## src/rtl/gshare_predictor.sv

```systemverilog
// gshare direction predictor: 2-bit counter PHT indexed by PC ^ speculative GHR.
// Ports:
//   clock, reset: rising-edge clock, synchronous active-high reset.
//   lookup_valid, lookup_pc: fetch-side query.
//   predict_taken, predict_ghr: combinational answer plus the history snapshot used.
//   update_valid, update_pc, update_ghr, update_taken, update_mispredict: resolved-branch training.
module gshare_predictor #(
  parameter int PHT_ENTRIES = 64,
  parameter int GHR_BITS    = 6,
  localparam int IDX_BITS   = $clog2(PHT_ENTRIES)
) (
  input  logic                clock,
  input  logic                reset,
  input  logic                lookup_valid,
  input  logic [31:0]         lookup_pc,
  output logic                predict_taken,
  output logic [GHR_BITS-1:0] predict_ghr,
  input  logic                update_valid,
  input  logic [31:0]         update_pc,
  input  logic [GHR_BITS-1:0] update_ghr,
  input  logic                update_taken,
  input  logic                update_mispredict
);

  logic [1:0]          pht_q [PHT_ENTRIES];
  logic [GHR_BITS-1:0] ghr_q;
  logic [GHR_BITS-1:0] ghr_d;
  logic [IDX_BITS-1:0] lidx;
  logic [IDX_BITS-1:0] uidx;
  logic [1:0]          cnt_q_u;
  logic [1:0]          cnt_d;

  // One extra bit so the shift also works for a 1-bit history.
  logic [GHR_BITS:0]   spec_shift;
  logic [GHR_BITS:0]   repair_shift;

  logic unused_pc_bits;

  assign lidx = lookup_pc[IDX_BITS+1:2] ^ IDX_BITS'(ghr_q);
  assign uidx = update_pc[IDX_BITS+1:2] ^ IDX_BITS'(update_ghr);

  assign predict_taken = pht_q[lidx][1];
  assign predict_ghr   = ghr_q;

  assign unused_pc_bits = ^{lookup_pc[31:IDX_BITS+2], lookup_pc[1:0],
                            update_pc[31:IDX_BITS+2], update_pc[1:0],
                            spec_shift[GHR_BITS], repair_shift[GHR_BITS]};

  assign cnt_q_u = pht_q[uidx];

  always_comb begin
    cnt_d = cnt_q_u;
    if (update_taken) begin
      if (cnt_q_u != 2'd3) cnt_d = cnt_q_u + 2'd1;
    end else begin
      if (cnt_q_u != 2'd0) cnt_d = cnt_q_u - 2'd1;
    end
  end

  assign spec_shift   = {ghr_q, predict_taken};
  assign repair_shift = {update_ghr, update_taken};

  // Mispredict repair overrides the speculative shift of a same-cycle lookup.
  always_comb begin
    ghr_d = ghr_q;
    if (update_valid && update_mispredict) begin
      ghr_d = repair_shift[GHR_BITS-1:0];
    end else if (lookup_valid) begin
      ghr_d = spec_shift[GHR_BITS-1:0];
    end
  end

  always_ff @(posedge clock) begin
    if (reset) begin
      for (int i = 0; i < PHT_ENTRIES; i++) begin
        pht_q[i] <= 2'b01;
      end
      ghr_q <= '0;
    end else begin
      if (update_valid) pht_q[uidx] <= cnt_d;
      ghr_q <= ghr_d;
    end
  end

endmodule

```

## config.mk

```make
export PLATFORM = sky130hd
export DESIGN_NAME = gshare_predictor
export DESIGN_NICKNAME = d
export VERILOG_FILES = /design/src/rtl/gshare_predictor.sv
export SDC_FILE = /design/constraint.sdc
export NUM_CORES = 1
export LEC_CHECK = 0
export BUFFER_PORTS_ARGS = -buffer_cell sky130_fd_sc_hd__buf_2
export CAP_MARGIN = 40
export CORE_MARGIN = 2
export CORE_UTILIZATION = 60
export CTS_CLUSTER_DIAMETER = 60
export CTS_CLUSTER_SIZE = 25
export DETAILED_ROUTE_END_ITERATION = 8
export HOLD_SLACK_MARGIN = 0.15
export PLACE_DENSITY = 0.81
export SLEW_MARGIN = 20
export SYNTH_ARGS = -nofsm -noshare
export SYNTH_HDL_FRONTEND = slang
export SYNTH_SLANG_ARGS = --single-unit
```

## constraint.sdc

```tcl
create_clock -name clock -period 6.6 [get_ports clock]
set_input_delay 0.99 -clock clock [delete_from_list [all_inputs] [get_ports clock]]
set_output_delay 0.99 -clock clock [all_outputs]
set_load 0.01 [all_outputs]
```

==> metrics.txt, run 1 <==
WP depth=10; layout cells sized above 1=21.18%; Post-route DRC=0; Hold-fix buffers, CTS=0; gpl congestion=0.9235; MaxCap Viol Count=0; 1st-iter DRT viols=877; skew final=0.006940 ns; Worst Tran Pin Value=0.7829 ns; Antenna diodes=0; Synth async-reset ratio=0%; crit-path max cell delay=0.55 ns; initial antenna violation count=0; relative slew slack=47.62%; critical path buffer and inverter count=4; EDFF count, synth=128; Hold Path Origin=predict_ghr[5]; Via density=6.630; vias in the first global route=5615; final std cells w/o fill=862; Critical Path RT=5.61 ns; setup bufs post-CTS=0; num ports=83; # setup viols final=0; clock slew at reported path FFs=0.06 ns; worst reg2reg setup slack=3.17 ns; pin count of the biggest net entering global routing=72; setup TNS=0 ns; DRT antenna net count=0; Synth Flop Type=edfxtp_1; CTS HTree Levels=4; CP Class=input pin to output port; Pleak=2.838 nW; Overflow after GRT=0; Min-Delay Endpoint=predict_ghr[5]; post-synthesis area per instance=11.44 sq um; Crit-path slowest cell=mux4_2; VDD IR-drop max=184.7 uV; Worst Hold Class=flip-flop to flip-flop; global-route wire length before repair=30040 um; reg-to-reg critical path endpoint=pht_q[29][0]; post-synthesis instance total=658; overall routing resource usage=30.56%; Pins Over Slew Limit=0; Die X-Extent=116.0 um; cts repair resizes=0; drt first pass iters=6; Pwr Total=2.389 mW; layout net count=758; clk sinks=134; Synth cell types=48; RSZ-0062 raised after global routing=false; die height=116.0 um; DPL Wire Length=12760 um; cell family with most CP delay=multiplexers; crit start category=input pin; Post-Syn Area=7526 sq um; critical-path cell list=buf_2 -> xor2_2 -> buf_6 -> buf_4 -> mux4_2 -> mux4_2 -> nor2b_1 -> a211oi_1 -> a21oi_1 -> buf_2; root buf cell=clkbuf_16; register area share after synthesis=52.67%; CP Data Arrival Time=3.52 ns; WHS=0.5932 ns; routed length per placed instance=22.54 um; critical path capture point type=output port; fin crit share=68.34%; clk_lat worst skew=0.42 ns; PwrDens=280.6 nW/um^2; reg2reg start=pht_q[14][0]; status=finished clean; total vias in the final route=5715; Port Buffer Count=30; Syn Nets=734; DIE AREA=13450 sq um; Clock Path Buffers=2; CTS tree=done; Inserted Clock Buffers=17; area delta synth->final=13.15%; WHS Path Cells=2; CP max FO=8; Core Box Area=12110 sq um; Achievable Freq=221.7 MHz; final hold vios=0; Synth Register Bits=134; row count=40; DP Cell Count=831; routed wire length=19430 um; path depth of the worst reg2reg path=8; minimum clock period=4.511 ns; Starting Density=62.14%; Yosys warning total=0
## stage by stage
step / util (%) / area, sq um / worst slack, ns
floorplan: - / 7526 / 2.314
global placement: 64.87 / 7856 / 1.714
detailed placement: 65.44 / 7926 / 1.772
finish: 70.31 / 8516 / 2.089
global route: 70.31 / 8516 / 1.963
CTS: 70.31 / 8516 / 2.089
## how the worst max path moves through the flow
| stage | from | slack (ns) | end |
|---|---|---|---|
| after floorplan | lookup_pc[2] | 2.31 | predict_taken |
| after global placement | lookup_pc[2] | 1.71 | predict_taken |
| after detailed placement | update_pc[2] | 1.77 | pht_q[29][0] |
| after CTS | lookup_pc[2] | 2.09 | predict_taken |
| after global routing | lookup_pc[2] | 1.96 | predict_taken |
| final | lookup_pc[2] | 2.09 | predict_taken |
## cells in the mapped netlist, types with 3 or more instances
cell / instances / area (sq um)
xor2_1: 8 / 70.07
nor3_1: 5 / 25.02
nand3_2: 10 / 100.1
o211ai_1: 3 / 22.52
nand3_1: 65 / 325.3
a31oi_1: 10 / 62.56
o21ai_0: 11 / 55.05
a21oi_1: 7 / 35.03
mux4_2: 25 / 563.0
xnor2_1: 7 / 61.31
buf_2: 9 / 45.04
nor2b_1: 3 / 18.77
mux4_1: 5 / 131.4
nor2_1: 72 / 270.3
mux2i_1: 24 / 240.2
a221oi_1: 6 / 52.55
a211oi_1: 8 / 60.06
dfxtp_1: 6 / 120.1
edfxtp_1: 128 / 3844
clkbuf_1: 34 / 127.6
buf_6: 10 / 112.6
a22oi_1: 5 / 37.54
nand2b_1: 52 / 325.3
nand2_1: 81 / 304.0
nand4_1: 3 / 18.77
nor4_1: 13 / 81.33
buf_1: 3 / 11.26
a21o_1: 12 / 90.09
mux2_2: 6 / 67.56
## cells by family after synthesis
| family | share of synthesized area [%] |
|---|---|
| adder cells (fa/ha/maj) | 0.2826 |
| AND/OR/NAND/NOR | 20.03 |
| multiplexers | 13.32 |
| AO/OA/AOI/OAI | 7.166 |
| flip-flops | 52.67 |
| XOR/XNOR | 2.394 |
| buffers and inverters | 4.140 |
## registers in the layout, indices dropped and copies added, names as in the netlist
register,cells
pht_q,128
predict_ghr,6
## layout make-up
class / instances / area (sq um)
Clock buffer: 19 / 432.9
Clock inverter: 12 / 156.4
Fill cell: 835 / 3596
Inverter: 2 / 7.507
Multi-Input combinational cell: 465 / 3319
Sequential cell: 134 / 3964
Tap cell: 168 / 210.2
Timing Repair Buffer: 62 / 425.4
## layer usage
layer / track usage (%) / vias up / wire (um)
met5: 0 / - / 0
met1: 38.87 / 2738 / 7045
met2: 49.51 / 405 / 9370
met4: 14.44 / 0 / 803
met3: 7.793 / 71 / 2213
li1: - / 2501 / -
## worst min-delay path, cell delays in order (launching register included)
cell and delay, ns:
dfxtp_1 0.33, mux2i_1 0.13, a211oi_1 0.08
## layout by cell type, fill, tap and decap left out, types with 3 or more instances in the layout
cell type   instances
nand2_1            81
o211ai_1            3
o21ai_0            11
buf_2              30
a211oi_1            8
a22oi_1             5
nand3_2            10
xnor2_1             6
clkinvlp_4          4
mux2i_1            24
mux4_1              5
dfxtp_1             6
xor2_1              6
a21o_1             12
mux4_2             25
nor3_2              4
nor2_2              3
a21oi_1             7
edfxtp_1          128
clkbuf_16          17
clkinv_4            3
buf_4              27
nand3_1            65
nor2_1             69
a31oi_1            10
nor4_1             13
mux2_2              6
nand2b_1           52
bufinv_16           3
a221oi_1            6
nand4_1             3
nor2b_1             3
## power by group
part           total [mW]  switching, mW  internal [mW]
Combinational       0.471          0.308          0.163
Sequential          0.970         0.0154          0.954
Clock               0.949          0.358          0.591
No activity file was read; power rests on OpenSTA's default activity.
==> run 2: changes to the inputs <==
Settings changed: CORE_UTILIZATION 60 to 54, PLACE_DENSITY 0.81 to 0.77.
Clock period 6.6 ns to 4.04 ns, I/O delays scaled along.
==> run 2 against run 1 <==
Effect of this change:
- total power grew 65%
- die area grew 11%
- global-route usage shrank 2.4 points
- final cell count grew 3.0%
- worst hold slack lost 0.072 ns
- sequential share of layout area shrank 0.57 points
- wire length grew 5.3%
- cell area grew 1.2%
- largest power group unchanged
==> metrics.txt, run 2 (synthesized netlist as in run 1, its figures left out) <==
1st-iter DRT viols=848; RSZ-0062 raised after global routing=false; Overflow after GRT=0; CP Capture Point=predict_taken; Clk network pwr share=39.3%; reg2reg start=pht_q[13][0]; Worst Setup SP=predict_ghr[0]; Core Box Area=13720 sq um; critical path capture point type=output port; Achievable Freq=272.1 MHz; CP Class=flip-flop to output port; FF/Latch Area=3964 sq um; # setup viols final=0; initial antenna violation count=0; Pleak=2.927 nW; CTS tree=done; skew final=0.009216 ns; relative slew slack=45.59%; Via density=6.618; Largest register FFs=128; Int Pwr=2.815 mW; clock slew at reported path FFs=0.06 ns; routed wire length=20460 um; routed length per placed instance=23.03 um; DPL Wire Length=13400 um; CTS HTree Levels=4; clk_lat worst skew=0.42 ns; Reg power frac=40.2%; CP Data Arrival Time=3.07 ns; CP max FO=16; drt first pass iters=8; switching part of the total power=28.56%; row count=43; most frequent cells in the layout=edfxtp_1 (128), nand2_1 (81), nor2_1 (72), nand3_1 (65), nand2b_1 (52); Pins Over Slew Limit=0; VDD IR-drop max=295.0 uV; MaxCap Viol Count=0; fin crit share=90.97%; global-route wire length before repair=30790 um; Die X-Extent=122.1 um; Inserted Clock Buffers=17; root buf cell=clkbuf_16; largest register by flop count=pht_q; clk sinks=134; die height=122.1 um; PwrDens=457.0 nW/um^2; Critical Path RT=3.43 ns; Layout fillers=1001; Worst Hold Class=input pin to flip-flop; Multi-input gate area=3312 sq um; Post-route DRC=0; gpl congestion=0.8791; total vias in the final route=5877; most common cell after layout, fill and taps aside=edfxtp_1; Pwr Total=3.940 mW; num ports=83; area delta synth->final=14.56%; Starting Density=54.86%; DRT antenna net count=0; vias in the first global route=5725; path depth of the worst reg2reg path=8; Clock Path Buffers=2; minimum clock period=3.675 ns; Antenna diodes=0; final hold vios=0; pin count of the biggest net entering global routing=71; Hold-fix buffers, CTS=0; DIE AREA=14900 sq um; crit start category=flip-flop; reg-to-reg critical path endpoint=pht_q[4][0]; P_sw=1.125 mW; status=finished clean; Port Buffer Count=30; layout net count=771; setup bufs post-CTS=0; cts repair resizes=0; Worst Tran Pin Value=0.8132 ns; setup TNS=0 ns; Gate power share=20.5%; worst reg2reg setup slack=1.05 ns; overall routing resource usage=28.20%; layout cells sized above 1=22.32%
## run 2: changes by cell type in the layout (fill, tap and decap cells not counted), sizes merged
cell,delta
buf,+13
clkbuf,-2
clkinvlp,-4
clkinv,+7
## run 2: layout make-up
cell class | count | share of cell area, %
inverters | 2 | 0.08707
well taps | 180 | 2.612
multi-input cells | 465 | 38.41
clock inverters | 15 | 1.887
flip-flops and latches | 134 | 45.97
clock buffers | 17 | 4.934
repair buffers | 75 | 6.095
## run 2: worst min path at each step
stage                     cells after the start             end            from  slack, ns
after floorplan                               2  predict_ghr[5]  predict_ghr[5]       0.59
after global placement                        2  predict_ghr[5]  predict_ghr[5]       0.56
after detailed placement                      2  predict_ghr[3]  predict_ghr[3]       0.59
after CTS                                     3  predict_ghr[0]    update_taken       0.51
after global routing                          3  predict_ghr[3]   update_ghr[2]       0.53
final                                         3  predict_ghr[5]   update_ghr[4]       0.52
## run 2: power by group through the flow
stage	Sequential, mW	Clock, mW	Combinational, mW
after floorplan	1.60	0	0.559
after detailed placement	1.61	0	0.787
after global placement	1.61	0	0.762
final	1.58	1.55	0.809
after global routing	1.59	1.61	0.851
after CTS	1.58	1.55	0.792
## run 2: layer usage
metal / GRT usage, % / wire length (um) / share of wire (%) / up-vias
li1: - / - / - / 2526
met1: 34.20 / 7147 / 35 / 2829
met2: 45.50 / 9989 / 49 / 444
met3: 6.695 / 2335 / 11 / 78
met4: 17.67 / 983 / 4.8 / 0
met5: 0 / 0 / 0 / -
## run 2: worst max-delay path, cell delays in order, from the launching register on
cell and delay, ns:
dfxtp_1 0.42, xor2_2 0.21, buf_12 0.23, mux4_2 0.54
mux4_2 0.49, nor2b_1 0.15, a211oi_1 0.29, a21oi_1 0.13
buf_2 0.17
## run 2: stage by stage
step,utilization [%],std cells,hold WS [ns],area (sq um),setup WS [ns]
finish,62.85,888,0.5208,8622,0.3650
global route,62.85,888,0.5284,8622,0.2808
CTS,62.79,887,0.5099,8615,0.3762
detailed placement,58.50,855,0.5878,8026,0.02869
global placement,58.50,855,0.5640,8026,0.1119
floorplan,-,658,0.5877,7526,0.5215
==> run 3: changes to the inputs <==
Settings changed: CORE_MARGIN 2 to unset, CORE_UTILIZATION 54 to 60, PLACE_DENSITY 0.77 to 0.81.
Clock period 4.04 ns to 4.6 ns, I/O delays scaled along.
==> run 3 against run 2 <==
Effect of this change:
- worst setup slack gained 0.23 ns
- critical path depth grew 3
- global-route usage grew 3.0 points
- wire length shrank 4.1%
- critical path type is now input pin to flip-flop
- sequential power shrank 12%
- first-iteration DRC count grew 1.2%
- clock skew shrank 0.0018 ns
- worst hold slack gained 0.064 ns
- final cell count shrank 2.5%
- cell area shrank 1.0%
- largest cell class unchanged
- register-to-register slack gained 0.49 ns
- via count shrank 0.66%
- critical endpoint is now pht_q[20][1]
==> metrics.txt, run 3 (synthesized netlist as in run 1, its figures left out) <==
status=finished clean; initial antenna violation count=0; area delta synth->final=13.40%; Core Box Area=12110 sq um; VDD IR-drop max=297.8 uV; layout cells sized above 1=21.20%; gpl congestion=0.9202; Overflow after GRT=0; critical path buffer and inverter count=3; layout net count=761; Critical Path RT=4.73 ns; Placed Area=7936 sq um; setup bufs post-CTS=0; PwrDens=402.0 nW/um^2; cts repair resizes=0; routed wire length=19620 um; DPL Wire Length=12620 um; global-route wire length before repair=29630 um; clock slew at reported path FFs=0.06 ns; CP Class=input pin to flip-flop; 1st-iter DRT viols=858; most common cell after layout, fill and taps aside=edfxtp_1; crit-path max cell delay=0.60 ns; setup TNS=0 ns; final hold vios=0; Achievable Freq=249.6 MHz; Via density=6.741; minimum clock period=4.007 ns; Pleak=2.862 nW; root buf cell=clkbuf_16; overall routing resource usage=31.22%; critical path capture point type=flip-flop; CP max FO=28; routed length per placed instance=22.65 um; CTS tree=done; CP Data Arrival Time=4.14 ns; fin crit share=87.10%; Port Buffer Count=30; Pins Over Slew Limit=0; cell family with most CP delay=buffers and inverters; Crit-path slowest cell=xor2_4; DRT antenna net count=0; row count=40; Final Instance Area=8534 sq um; die height=114.0 um; clk_lat worst skew=0.42 ns; skew final=0.007421 ns; Largest register FFs=128; Die X-Extent=114.0 um; Hold-fix buffers, CTS=0; CTS HTree Levels=4; Post-route DRC=0; vias in the first global route=5598; MaxCap Viol Count=0; num ports=83; Inserted Clock Buffers=17; critical-path cell list=buf_2 -> xor2_4 -> buf_4 -> mux4_2 -> mux2i_1 -> o211ai_1 -> a21oi_1 -> and4_1 -> maj3_2 -> buf_12 -> nor4_1; pin count of the biggest net entering global routing=71; clk sinks=134; Layout fillers=803; Clock Path Buffers=2; DIE AREA=12990 sq um; total vias in the final route=5838; relative slew slack=40.94%; largest register by flop count=pht_q; RSZ-0062 raised after global routing=false; drt first pass iters=7; Antenna diodes=0; Starting Density=62.14%; crit start category=input pin; Worst Hold Class=flip-flop to flip-flop; most frequent cells in the layout=edfxtp_1 (128), nand2_1 (81), nor2_1 (72), nand3_1 (65), nand2b_1 (52); Worst Tran Pin Value=0.8827 ns; # setup viols final=0
## run 3: per-layer routing
layer  GRT usage, %  vias to the layer above  wire [um]
met5              0                        -          0
met4          15.67                        0        811
met3          7.545                       86       2469
met2          50.51                      448       9368
met1          39.50                     2794       6969
li1               -                     2510          -
## run 3: final cells by class
cell class	count	area (sq um)	share of cell area, %
repair buffers	65	450.4	5.278
flip-flops and latches	134	3964	46.44
well taps	168	210.2	2.463
inverters	2	7.507	0.08796
clock buffers	19	432.9	5.073
clock inverters	13	157.7	1.847
multi-input cells	465	3312	38.81
## run 3: worst paths after layout
path / depth (start not counted) / slack (ns) / from / endpoint
min: 2 / 0.58 / predict_ghr[5] / predict_ghr[5]
min reg2reg: 2 / 0.58 / predict_ghr[5] / predict_ghr[5]
max: 11 / 0.59 / update_pc[2] / pht_q[20][1]
max reg2reg: 8 / 1.54 / pht_q[13][0] / pht_q[41][0]
## run 3: tightest hold or removal path, cell delays in order, from the launching register on
cell	delay, ns
dfxtp_1	0.33
mux2i_1	0.13
a211oi_1	0.08
## run 3: per-stage QoR
step / hold WS, ns / setup slack, ns / utilization [%] / power (mW) / std cells
floorplan: 0.5877 / 0.9135 / - / 1.899 / 658
global placement: 0.5680 / 0.3711 / 65.53 / 2.064 / 833
detailed placement: 0.5675 / 0.3614 / 65.53 / 2.083 / 833
CTS: 0.5849 / 0.7567 / 70.40 / 3.414 / 865
global route: 0.5949 / 0.5246 / 70.46 / 3.516 / 866
finish: 0.5850 / 0.5935 / 70.46 / 3.431 / 866
## run 3: where the power goes
part           switching [mW]  leakage [nW]  internal (mW)
combinational           0.447          1.38          0.244
sequential             0.0218          1.20           1.37
clock                   0.501         0.279          0.848
